<file path="src/rtl/mem_responder_if.sv">
// Request/response bus between the control FSM (master) and the memory responder (slave).
interface mem_responder_if #(
    parameter int ADDR_W = 8,
    parameter int DATA_W = 16
);
    logic [ADDR_W-1:0] addr;
    logic              read;
    logic              write;
    logic [DATA_W-1:0] wdata;
    logic              waitrequest;
    logic [DATA_W-1:0] rdata;
    logic              rvalid;
    logic              err;

    modport master (
        output addr, read, write, wdata,
        input  waitrequest, rdata, rvalid, err
    );

    modport slave (
        input  addr, read, write, wdata,
        output waitrequest, rdata, rvalid, err
    );
endinterface

</file>
<file path="src/rtl/mem_responder.sv">
// Data-memory responder: single-cycle writes, fixed-latency reads with a one-cycle
// rvalid pulse, and a one-cycle err pulse when read and write are requested together.
module mem_responder #(
    parameter int ADDR_W       = 8,
    parameter int DATA_W       = 16,
    parameter int READ_LATENCY = 2   // 1..15
) (
    input  logic            clk,
    input  logic            reset,
    mem_responder_if.slave  bus
);
    typedef enum logic [1:0] {
        IDLE      = 2'd0,
        READ_WAIT = 2'd1,
        READ_RESP = 2'd2
    } state_t;

    localparam int         DEPTH    = 1 << ADDR_W;
    // Wait-state count loaded on accept; READ_WAIT spends CNT_INIT+1 cycles.
    localparam logic [3:0] CNT_INIT = 4'((READ_LATENCY > 1) ? READ_LATENCY - 2 : 0);

    state_t            state_q, state_d;
    logic [3:0]        cnt_q, cnt_d;
    logic [DATA_W-1:0] data_q, data_d;    // word captured on the read-accept edge
    logic [DATA_W-1:0] rdata_q, rdata_d;  // registered response word, held between reads
    logic              err_q, err_d;
    logic              mem_we;
    logic [DATA_W-1:0] rd_word;

    logic [DATA_W-1:0] mem_q [DEPTH];

    assign rd_word = mem_q[bus.addr];

    // Memory write port; the array deliberately keeps its contents across reset.
    // NOTE: memory arrays get no reset branch -- a reset would force them into flops
    // instead of RAM and would also destroy contents that must survive a reset.
    always_ff @(posedge clk) begin
        if (mem_we) begin
            mem_q[bus.addr] <= bus.wdata;
        end
    end

    // State and response registers with asynchronous active-high reset.
    // NOTE: sequential state uses non-blocking assignments only, so every register
    // samples the pre-edge value of every other register.
    always_ff @(posedge clk or posedge reset) begin
        if (reset) begin
            state_q <= IDLE;
            cnt_q   <= '0;
            data_q  <= '0;
            rdata_q <= '0;
            err_q   <= 1'b0;
        end else begin
            state_q <= state_d;
            cnt_q   <= cnt_d;
            data_q  <= data_d;
            rdata_q <= rdata_d;
            err_q   <= err_d;
        end
    end

    // Next-state logic: accept requests only in IDLE, count down the read latency.
    // NOTE: every signal driven here gets a default first, so no path can infer a latch.
    always_comb begin
        state_d = state_q;
        cnt_d   = cnt_q;
        data_d  = data_q;
        rdata_d = rdata_q;
        err_d   = 1'b0;
        mem_we  = 1'b0;

        unique case (state_q)
            IDLE: begin
                if (bus.write) begin
                    // A write wins over a simultaneous read; the dropped read is flagged.
                    mem_we = 1'b1;
                    err_d  = bus.read;
                end else if (bus.read) begin
                    data_d = rd_word;
                    if (READ_LATENCY == 1) begin
                        state_d = READ_RESP;
                        rdata_d = rd_word;
                    end else begin
                        state_d = READ_WAIT;
                        cnt_d   = CNT_INIT;
                    end
                end
            end
            READ_WAIT: begin
                if (cnt_q == 4'd0) begin
                    state_d = READ_RESP;
                    rdata_d = data_q;
                end else begin
                    cnt_d = cnt_q - 4'd1;
                end
            end
            READ_RESP: begin
                state_d = IDLE;
            end
            default: begin
                state_d = IDLE;
            end
        endcase
    end

    assign bus.waitrequest = (state_q != IDLE);
    assign bus.rvalid      = (state_q == READ_RESP);
    assign bus.rdata       = rdata_q;
    assign bus.err         = err_q;
endmodule
</file>
<file path="src/flat_wrapper.sv">
// flat-port wrapper written by rule: the top's interface ports become plain ports
module mem_responder_flat 
#(
    parameter int ADDR_W       = 8,
    parameter int DATA_W       = 16,
    parameter int READ_LATENCY = 2           
)
  (clk, reset, bus_addr, bus_read, bus_write, bus_wdata, bus_waitrequest, bus_rdata, bus_rvalid, bus_err);
  mem_responder_if #(.ADDR_W(ADDR_W), .DATA_W(DATA_W)) bus_i ();
  input  logic clk;
  input  logic reset;
  input wire logic [$bits(bus_i.addr)-1:0] bus_addr;
  input wire logic [$bits(bus_i.read)-1:0] bus_read;
  input wire logic [$bits(bus_i.write)-1:0] bus_write;
  input wire logic [$bits(bus_i.wdata)-1:0] bus_wdata;
  output wire logic [$bits(bus_i.waitrequest)-1:0] bus_waitrequest;
  output wire logic [$bits(bus_i.rdata)-1:0] bus_rdata;
  output wire logic [$bits(bus_i.rvalid)-1:0] bus_rvalid;
  output wire logic [$bits(bus_i.err)-1:0] bus_err;
  assign bus_i.addr = bus_addr;
  assign bus_i.read = bus_read;
  assign bus_i.write = bus_write;
  assign bus_i.wdata = bus_wdata;
  assign bus_waitrequest = bus_i.waitrequest;
  assign bus_rdata = bus_i.rdata;
  assign bus_rvalid = bus_i.rvalid;
  assign bus_err = bus_i.err;
  mem_responder #(.ADDR_W(ADDR_W), .DATA_W(DATA_W), .READ_LATENCY(READ_LATENCY)) u_core (.clk(clk), .reset(reset), .bus(bus_i));
endmodule
</file>
<file path="config.mk">
export PLATFORM = sky130hd
export DESIGN_NAME = mem_responder_flat
export DESIGN_NICKNAME = d
export VERILOG_FILES = /design/src/rtl/mem_responder_if.sv /design/src/rtl/mem_responder.sv /design/src/flat_wrapper.sv
export SDC_FILE = /design/constraint.sdc
export NUM_CORES = 2
export LEC_CHECK = 0
export BUFFER_PORTS_ARGS = -buffer_cell sky130_fd_sc_hd__buf_2
export CAP_MARGIN = 20
export CELL_PAD_IN_SITES_DETAIL_PLACEMENT = 0
export CELL_PAD_IN_SITES_GLOBAL_PLACEMENT = 2
export CORE_MARGIN = 4
export CORE_UTILIZATION = 44
export CTS_BUF_LIST = sky130_fd_sc_hd__clkbuf_4 sky130_fd_sc_hd__clkbuf_8
export CTS_CLUSTER_SIZE = 25
export DETAILED_ROUTE_END_ITERATION = 12
export PLACE_DENSITY = 0.8
export SETUP_SLACK_MARGIN = 0.3
export SYNTH_ARGS = -nofsm -noshare
export SYNTH_HDL_FRONTEND = slang
export SYNTH_SLANG_ARGS = --single-unit
</file>
<file path="constraint.sdc">
create_clock -name clk -period 2.9 [get_ports clk]
set_input_delay 0.29 -clock clk [delete_from_list [all_inputs] [get_ports clk]]
set_output_delay 0.29 -clock clk [all_outputs]
set_load 0.03 [all_outputs]
</file>
==> flow_summary.yaml <==
pwr:
  peakVddDrop_mv: 0.438
  powerDensity_nw_per_um2: 645
  power_mw: 122
  p_leak_nw: 61.5
layout:
  n_fill_cell: 27200
  nets: 8849
  drive_gt1_share_pct: 34.8
  finish.utilization_pct: 52.9
  syn2layout_area_growth_pct: 19.4
timing:
  setup_tns_ns: 0
  setup_viol: 0
  tightest_slew_ns: 1.43
  rsz0062_at_grt: "true"
  fmax_ghz: 0.377
  period_share_pct: 91.4
  maxSlewViolCount: 0
  fin_crit_ns: 2.65
  finClkSkew_ns: 0.0906
  hold_viol: 0
  slew_headroom_pct: 4.48
logic_synthesis:
  postSynth.asyncResetShare_pct: 0.943
  syn_inst: 7426
  ys.warnings.count: 0
  postSynthAreaPerCell_um2: 21.3
  yosysTopAreaCell: "edfxtp_1"
  yosys_register_bits: 4135
  syn_area_um2: 158000
  syn_nets: 7455
  yosysTopAreaCellShare_pct: 77.8
  synth_edf_count: 4096
  yosysSeqAreaShare_pct: 78.4
  synth_common_cells: "4096 x edfxtp_1, 794 x mux4_2, 485 x mux2i_1"
  ys.flop_type: "edfxtp_1"
  synthDistinctLibCells: 61
  post-synth-top-count-cell: "edfxtp_1"
  synth.top_cells.by_area: "edfxtp_1 78%, mux4_2 11%, mux2i_1 3.1%"
clocking:
  cts.sinks: 4135
  root_buffer: "clkbuf_8"
  cts_buffers: 651
  htreeDepth: 6
  cts_buffer_depth: 4
  clk_latency_ns: 1.18
  cts_tree: "yes"
  clk_pin_slew_ns: 0.06
setup_path:
  path_class: "register to register"
  reg2reg_to: "u_core.data_q[13]"
  start_kind: "register"
  cp_num_buf_inv: 1
  r2r_setup_slack_ns: 0.25
  r2r_cells: 8
  worstReg2RegStart: "u_core.mem_q[132][13]"
  cp.required_ns: 4.00
  worstSetupEndpointType: "register"
  cpPeakStageDelay_ns: 0.51
  crit_family: "simple AND/OR/NAND/NOR gates"
  cp.arrival_ns: 3.75
  crit_path_cell_trace: "mux4_2, o22a_1, o221ai_1, nor3_2, o22ai_1, or3_1, buf_12, a41oi_1"
  crit_slowest_cell: "or3_1"
  cp_max_fo: 1
outcome:
  outcome: "completed"
grt:
  grt_max_degree: 115
  grt_pass1_vias: 83800
  antenna_found_initial: 22
  grt_overflow: 0
  grt_pass1_wl_um: 621000
  grt.total_usage_pct: 23.2
die:
  die_w_um: 608
  ioPinCount: 47
  num_rows: 219
  initial_core_util_pct: 44.3
  dieArea_um2: 369000
  die_h_um: 608
  core-area_um2: 357000
hold_path:
  hold_path_depth: 2
  min_to: "u_core.mem_q[143][15]"
  hp-start: "bus_wdata[15]"
  hold_class: "input pin to register"
drt:
  detail_route.wl_per_cell_um: 30.9
  wl_um: 436000
  top_layer: "met5"
  drc: 0
  wl_met3_um: 42100
  dr.pass1.iters: 6
  met1_length_um: 169000
  vias: 83300
  wl_met2_um: 206000
  ant_nets: 0
  vias_per_cell: 5.92
  first_iter_violations: 10600
place:
  portBuffers: 46
  gp_congestion: 0.889
  place_hpwl_um: 274000
run:
  max-cap-violations: 0
how the worst max path moves through the flow:
stage          cells after the start                  start                   end
6_report                           8  u_core.mem_q[132][13]     u_core.data_q[13]
3_3_place_gp                      11            bus_addr[2]     u_core.data_q[13]
3_5_place_dp                      11            bus_addr[3]     u_core.data_q[13]
4_1_cts                            8  u_core.mem_q[132][13]     u_core.data_q[13]
2_1_floorplan                     10            bus_addr[1]  u_core.mem_q[221][0]
5_1_grt                            9   u_core.mem_q[26][13]     u_core.data_q[13]
layer usage:
metal | GRT usage (%) | vias up
li1 | - | 34200
met1 | 32.0 | 43900
met2 | 36.3 | 4484
met3 | 5.12 | 779
met4 | 8.98 | 10
met5 | 0 | -
worst reg2reg max path: stages, from the launching register on:
cell      delay, ns
edfxtp_1       0.32
mux4_2         0.24
o22a_1         0.22
o221ai_1       0.33
nor3_2         0.44
o22ai_1        0.14
or3_1          0.51
buf_12         0.19
a41oi_1        0.18
report_power, final:
part,leakage [nW],switching (mW),total [mW],internal (mW)
combinational,17.7,4.85,7.84,3.00
clock,6.59,22.9,47.5,24.6
sequential,37.3,0.439,66.5,66.0
total,61.5,28.1,122,93.7
layout by cell type, fill, tap and decap left out, types with 164 or more instances in the layout:
cell type	synthesis	routed
mux4_2	794	794
o22ai_1	324	320
nor2_1	334	170
clkbuf_4	1	217
clkinv_1	2	164
buf_4	96	727
buf_12	0	370
edfxtp_1	4096	4096
clkbuf_8	0	661
mux2i_1	485	485
kinds of logic (layout without fill, tap and decap cells):
family / Yosys count / after routing / synth area share, %
mux: 1343 / 1343 / 14.8
flops: 4135 / 4135 / 78.4
fa+ha+maj: 1 / 1 / 0.00791
compound gates: 785 / 785 / 3.22
simple gates: 713 / 713 / 2.05
other cells: 0 / 7 / 0
buf+inv: 447 / 2351 / 1.51
xor+xnor: 2 / 2 / 0.0111
layout make-up:
class	count	area, um^2	area share, %
Timing Repair Buffer	1176	13700	7.23
Clock buffer	876	10700	5.66
Antenna cell	7	17.5	0.00927
Inverter	12	48.8	0.0258
Tap cell	4751	5940	3.15
Clock inverter	287	1760	0.933
Multi-Input combinational cell	2844	32800	17.4
Sequential cell	4135	124000	65.6
per-stage QoR:
step                      worst slack, ns  hold slack (ns)  instance area [um^2]  std cells
after floorplan                    -0.103            0.389                159000       7426
after global placement             -0.807            0.310                176000      12900
after detailed placement           -0.805            0.320                176000      12900
after CTS                           0.145           0.0423                189000      14100
after global routing                0.180            0.118                189000      14100
final                               0.250            0.162                189000      14100
state kept, by name, indices dropped and copies added (netlist names):
| register | count |
|---|---|
| u_core.cnt_q | 4 |
| u_core.data_q | 16 |
| u_core.bus.rdata | 16 |
| u_core.bus.err | 1 |
| u_core.state_q | 2 |
| u_core.mem_q | 4096 |
repair_timing:
action,CTS,global route
buffers inserted,10,1
pin swaps,8,2
gates resized for setup,41,15
hold buffers,29,0
endpoints found under the hold margin,3848,0
setup endpoints to repair,478,207
(Power assumes the default switching activity.)
